**src/rtl/dmem_arbiter.sv**
```systemverilog
// Shares the data-memory port between the MEM stage (priority) and a debug/loader port.
// Optional starvation guard enabled by defining DMEM_ARB_STARVE_GUARD_EN.
module dmem_arbiter #(
    parameter int ADDR_W       = 8,
    parameter int DATA_W       = 32,
    parameter int STARVE_LIMIT = 8
) (
    input  logic              clk,
    input  logic              rst,
    input  logic              MemReqM,
    input  logic              MemWriteM,
    input  logic [31:0]       ALUResultM,
    input  logic [DATA_W-1:0] WriteDataM,
    output logic [DATA_W-1:0] ReadDataM,
    output logic              StallM,
    input  logic              dbg_valid,
    output logic              dbg_ready,
    input  logic              dbg_we,
    input  logic [31:0]       dbg_addr,
    input  logic [DATA_W-1:0] dbg_wdata,
    output logic              dbg_rvalid,
    output logic [DATA_W-1:0] dbg_rdata,
    output logic              dbg_err,
    output logic [31:0]       mem_addr,
    output logic [DATA_W-1:0] mem_wdata,
    output logic              mem_we,
    input  logic [DATA_W-1:0] mem_rdata
);

    typedef enum logic [1:0] {
        OWN_NONE = 2'd0,
        OWN_PIPE = 2'd1,
        OWN_DBG  = 2'd2
    } owner_t;

    localparam logic [DATA_W-1:0] OOR_DATA = DATA_W'(32'hDEADBEEF);

    if (STARVE_LIMIT < 1 || STARVE_LIMIT > 255) begin : g_bad_limit
        $error("dmem_arbiter: STARVE_LIMIT must be within 1..255");
    end

    owner_t            owner_s;
    logic              dbg_oor_s;
    logic              guard_trip_s;
    logic              resp_s;
    logic              rvalid_q, rvalid_d;
    logic              err_q, err_d;
    logic [DATA_W-1:0] rdata_q, rdata_d;

    assign dbg_oor_s = |dbg_addr[31:ADDR_W];

`ifdef DMEM_ARB_STARVE_GUARD_EN
    logic [7:0] starve_cnt_q, starve_cnt_d;

    assign guard_trip_s = (starve_cnt_q == 8'(STARVE_LIMIT));
    assign StallM       = dbg_ready & MemReqM;

    // Count consecutive denied debug cycles, saturating at the limit.
    always_comb begin
        starve_cnt_d = starve_cnt_q;
        if (!dbg_valid || dbg_ready) begin
            starve_cnt_d = 8'd0;
        end else if (guard_trip_s) begin
            starve_cnt_d = starve_cnt_q;
        end else begin
            starve_cnt_d = starve_cnt_q + 8'd1;
        end
    end

    // Starvation counter register.
    always_ff @(posedge clk) begin
        if (!rst) begin
            starve_cnt_q <= 8'd0;
        end else begin
            starve_cnt_q <= starve_cnt_d;
        end
    end
`else
    assign guard_trip_s = 1'b0;
    assign StallM       = 1'b0;
`endif

    // Owner selection; a tripped guard overrides pipeline priority.
    always_comb begin
        owner_s = OWN_NONE;
        if (!rst) begin
            owner_s = OWN_NONE;
        end else if (MemReqM && dbg_valid && guard_trip_s) begin
            owner_s = OWN_DBG;
        end else if (MemReqM) begin
            owner_s = OWN_PIPE;
        end else if (dbg_valid) begin
            owner_s = OWN_DBG;
        end else begin
            owner_s = OWN_NONE;
        end
    end

    // Memory port mux; address and data default to the pipeline values.
    always_comb begin
        mem_addr  = ALUResultM;
        mem_wdata = WriteDataM;
        mem_we    = 1'b0;
        ReadDataM = '0;
        dbg_ready = 1'b0;
        case (owner_s)
            OWN_PIPE: begin
                mem_we    = MemWriteM;
                ReadDataM = mem_rdata;
            end
            OWN_DBG: begin
                mem_addr  = dbg_addr;
                mem_wdata = dbg_wdata;
                mem_we    = dbg_we & ~dbg_oor_s;
                dbg_ready = 1'b1;
            end
            default: begin
                mem_we = 1'b0;
            end
        endcase
    end

    // Response: granted reads, and out-of-range writes (error only).
    always_comb begin
        resp_s   = dbg_ready & (~dbg_we | dbg_oor_s);
        rvalid_d = resp_s;
        err_d    = resp_s & dbg_oor_s;
        if (resp_s) begin
            rdata_d = dbg_oor_s ? OOR_DATA : mem_rdata;
        end else begin
            rdata_d = rdata_q;
        end
    end

    // Debug response registers.
    always_ff @(posedge clk) begin
        if (!rst) begin
            rvalid_q <= 1'b0;
            err_q    <= 1'b0;
            rdata_q  <= '0;
        end else begin
            rvalid_q <= rvalid_d;
            err_q    <= err_d;
            rdata_q  <= rdata_d;
        end
    end

    assign dbg_rvalid = rvalid_q;
    assign dbg_err    = err_q;
    assign dbg_rdata  = rdata_q;

endmodule

```
**config.mk**
```make
export PLATFORM = sky130hd
export DESIGN_NAME = dmem_arbiter
export DESIGN_NICKNAME = d
export VERILOG_FILES = /design/src/rtl/dmem_arbiter.sv
export SDC_FILE = /design/constraint.sdc
export NUM_CORES = 1
export LEC_CHECK = 0
export CAP_MARGIN = 0
export CORE_AREA = 3 3 116 118
export CTS_CLUSTER_DIAMETER = 50
export CTS_CLUSTER_SIZE = 8
export DETAILED_ROUTE_END_ITERATION = 6
export DIE_AREA = 0 0 119 121
export HOLD_SLACK_MARGIN = 0.08
export RECOVER_POWER = 25
export SYNTH_ARGS = -nofsm -noshare
export SYNTH_HDL_FRONTEND = slang
export SYNTH_SLANG_ARGS = --single-unit
export TNS_END_PERCENT = 30
```
**constraint.sdc**
```tcl
create_clock -name clk -period 2.5 [get_ports clk]
set_clock_uncertainty 0.15 [all_clocks]
set_input_delay 0.375 -clock clk [delete_from_list [all_inputs] [get_ports clk]]
set_output_delay 0.375 -clock clk [all_outputs]
set_load 0.05 [all_outputs]
```
==> parameters.txt <==
Parameter                              Value

Clock tree
  Post-CTS Resized    0
  CTS H-Tree Depth    2
  Master cell of the clock root buffer    sky130_fd_sc_hd__clkbuf_16
  Number of buffers inserted to repair setup after CTS    0
  Buffer levels on the longest clock path    2
  Number of buffers added by the clock tree synthesis step    5
  Hold buffers post-CTS    0
  Clock-pin slew reported for the worst setup and hold paths after clock tree synthesis    0.05 ns
  Clock latency of the later-clocked register in the worst-skew pair    between 0.2 and 0.3 ns
  Clock tree from TritonCTS    done
  Sinks on the clock net    34

STA
  RSZ-0062 raised after global routing    no
  Total count of max-transition violations in the final report    0
  Tightest slew margin relative to the limit    about three fifths
  Number of failing hold endpoints at the final stage    0
  Slack of the critical path    0.08252 ns
  Peak Freq    between 400 and 500 MHz
  Count of final setup violators    0
  Min Clock Period, post-route    around 2.4 ns
  Part of the cycle the worst path needs    around 97%
  Final TNS setup    0 ns
  Slew at the pin closest to its max-slew limit    0.6176 ns

GRT
  Maximum number of pins on one net before global-route repair    74
  Via count of the first global-routing pass    between 3000 and 4000
  Antenna violations before repair    0
  GR Overflow Total    0
  Total routing usage reported by global routing    16.48%
  Global-route wire length before repair    approximately 19000 um

Synth
  Share of the synthesized area in the top cell type    34.38%
  Most used DFF post-synth    sky130_fd_sc_hd__dfxtp_1
  Warning count from the yosys run    0
  Sequential share of the synthesized area    approximately 30%
  Flip-flop and latch count after synthesis    34
  Post-synthesis cell count    between 300 and 400
  Async SR Flop Fraction    0%
  Distinct cell type count of the synthesized netlist    24
  Number of enable flip-flop cells after synthesis    0
  Area leader, netlist    sky130_fd_sc_hd__nand2_1
  Synth area leaders    sky130_fd_sc_hd__nand2_1 (34%), sky130_fd_sc_hd__dfxtp_1 (30%), sky130_fd_sc_hd__o221a_1 (11%)
  Synth Net Count    ~520
  Mean post-synth cell area    about 6.4 um^2
  Synthesized cell area    2271 um^2

Worst setup path
  Worst-path maximum fanout    2
  CP top delay family    simple AND/OR/NAND/NOR gates
  R2r setup slk    between 1.5 and 2 ns
  Startpoint type of the worst setup path    primary input
  Beginning of the worst register-to-register path    dbg_rdata[16]
  Critical path class    primary input to output port
  Critical Path End Type    output port
  Slowest CP cell    sky130_fd_sc_hd__or4_4
  Reg-to-Reg End    dbg_rdata[16]
  Critical path buffer and inverter count    2
  Count of cells along the worst register-to-register path    1
  Critical Path AT    1.89 ns
  Critical path, cell by cell    clkdlybuf4s50_1, or4_4, nor2_4, nand3_1, o21ai_2, buf_12
  Slowest stage delay, CP    approximately 0.56 ns
  Required time of the worst setup path    around 2 ns

Cells and area
  Antenna fix cells    0
  Synthesis-to-layout area growth    191.6%
  Net count, final    around 810
  FILL cells    1154
  Layout cell share with drive strength beyond 1    approximately 21%
  Design area    ~6600 um^2
  Non-filler cells, final    ~820

Hold path
  Hold Path Origin    dbg_rdata[22]
  Worst Hold Path EP    dbg_rdata[22]
  Min-Delay Path Class    flop to flop
  Number of cells traversed by the worst hold path    2

Route
  Detail-routed net length per standard cell    around 16 um
  ANT nets after route    0
  Number of optimization iterations in the first detailed-route pass    4
  DRC Markers    0
  Number of DRC markers in iteration 0    160
  Via count    between 3000 and 4000
  Routed wire length    roughly 13000 um
  DR vias/cell    roughly 4.3

Floorplan
  Top-level I/O count    299
  Site row count    just over 40
  Die outline area    between 10000 and 15000 um^2
  Floorplan die height    approximately 120 um
  Width of the die    about 120 um
  Core area    12570 um^2
  Initial Util    18.07%

Run
  Max Cap Violations    0

Place
  Number of instances in the placed design    810
  Gpl congestion    0.8285
  Post-Place Cell Area    6486 um^2
  Buffers added on ports    between 200 and 300
  Setup slack at placement    ~0.027 ns
  Final HPWL DP    about 11000 um

Power
  Power density over the cells    around 390 nW/um^2
  Leakage    a little over 0.003 uW
  Total design power    between 2000 and 3000 uW
  Largest vdd supply drop    approximately 0.00024 V

Run status
  Run status    complete, no violations
## cell families (layout without fill, tap and decap cells)
family                 Yosys count  in the layout  synth area share [%]
AND/OR/NAND/NOR                253            253                 47.55
AO/OA/AOI/OAI                   35             35                 15.48
flip-flops                      34             34                 29.97
buffers and inverters           33            322                 6.832
other                            1              1                0.1651
## worst max-delay path by stage
stage	start	endpoint	slack, ns	depth (start not counted)
after floorplan	dbg_addr[25]	mem_we	0.09	4
after detailed placement	dbg_addr[17]	mem_we	0.03	6
after global routing	MemReqM	mem_wdata[1]	0.008	7
after global placement	dbg_addr[25]	mem_we	0.02	6
after CTS	dbg_addr[17]	mem_we	0.02	6
final	dbg_addr[26]	mem_we	0.08	6
## through the flow
stage | util, % | hold slack (ns)
after detailed placement | 51.61 | 0.3097
after CTS | 52.68 | 0.3194
after floorplan | - | 0.3753
after global routing | 52.69 | 0.3346
final | 52.69 | 0.3141
after global placement | 51.61 | 0.3040
## layer usage
metal  wire length (um)  up-vias  GRT usage [%]
met2               7137      180          32.29
met1               4583     1603          16.69
met4                232        0          4.707
met5                  0        -              0
li1                   -     1757              -
met3               1109       11          4.942
## state kept, by name, indices dropped and copies added (netlist names)
register    cells
dbg_rdata      32
dbg_rvalid      1
dbg_err         1
## tightest hold or removal path, cell delays in order (launching register included)
cell and delay, ns:
sky130_fd_sc_hd__dfxtp_1 0.30, sky130_fd_sc_hd__nand2_1 0.05, sky130_fd_sc_hd__o22ai_1 0.06
## cell usage in the layout, fill, tap and decap left out, drive strengths merged
master | synthesis | routed
a21oi | 1 | 1
a31oi | 1 | 1
and3 | 32 | 32
and4 | 1 | 1
buf | 13 | 116
clkbuf | 19 | 5
clkdlybuf4s50 | 0 | 164
clkinv | 0 | 2
conb | 1 | 1
dfxtp | 34 | 34
dlygate4sd3 | 0 | 34
inv | 1 | 1
nand2 | 208 | 208
nand3 | 3 | 3
nand3b | 1 | 1
nor2 | 2 | 2
nor4 | 4 | 4
o21ai | 1 | 1
o221a | 24 | 24
o22ai | 8 | 8
or4 | 2 | 2
## cells in the mapped netlist, drive strengths merged (2+ instances only)
master    n
and3     32
buf      13
clkbuf   19
dfxtp    34
nand2   208
nand3     3
nor2      2
nor4      4
o221a    24
o22ai     8
or4       2
## power by group
part / leakage [uW] / switching (uW) / internal (uW)
clock network: 0.0000694 / 211 / 359
registers: 0.000278 / 9.27 / 564
logic: 0.00270 / 726 / 707
total: 0.00305 / 946 / 1630
## cell type report
class	count	area [um^2]	share of cell area (%)
tap	172	215.2	3.250
clock buffer	5	125.1	1.889
multi-input combinational	289	1451	21.92
timing repair buffer	314	4136	62.46
sequential	34	680.7	10.28
inverter	1	3.754	0.05668
clock inverter	2	10.01	0.1511
Note: power is estimated with default switching activity, not from simulation.
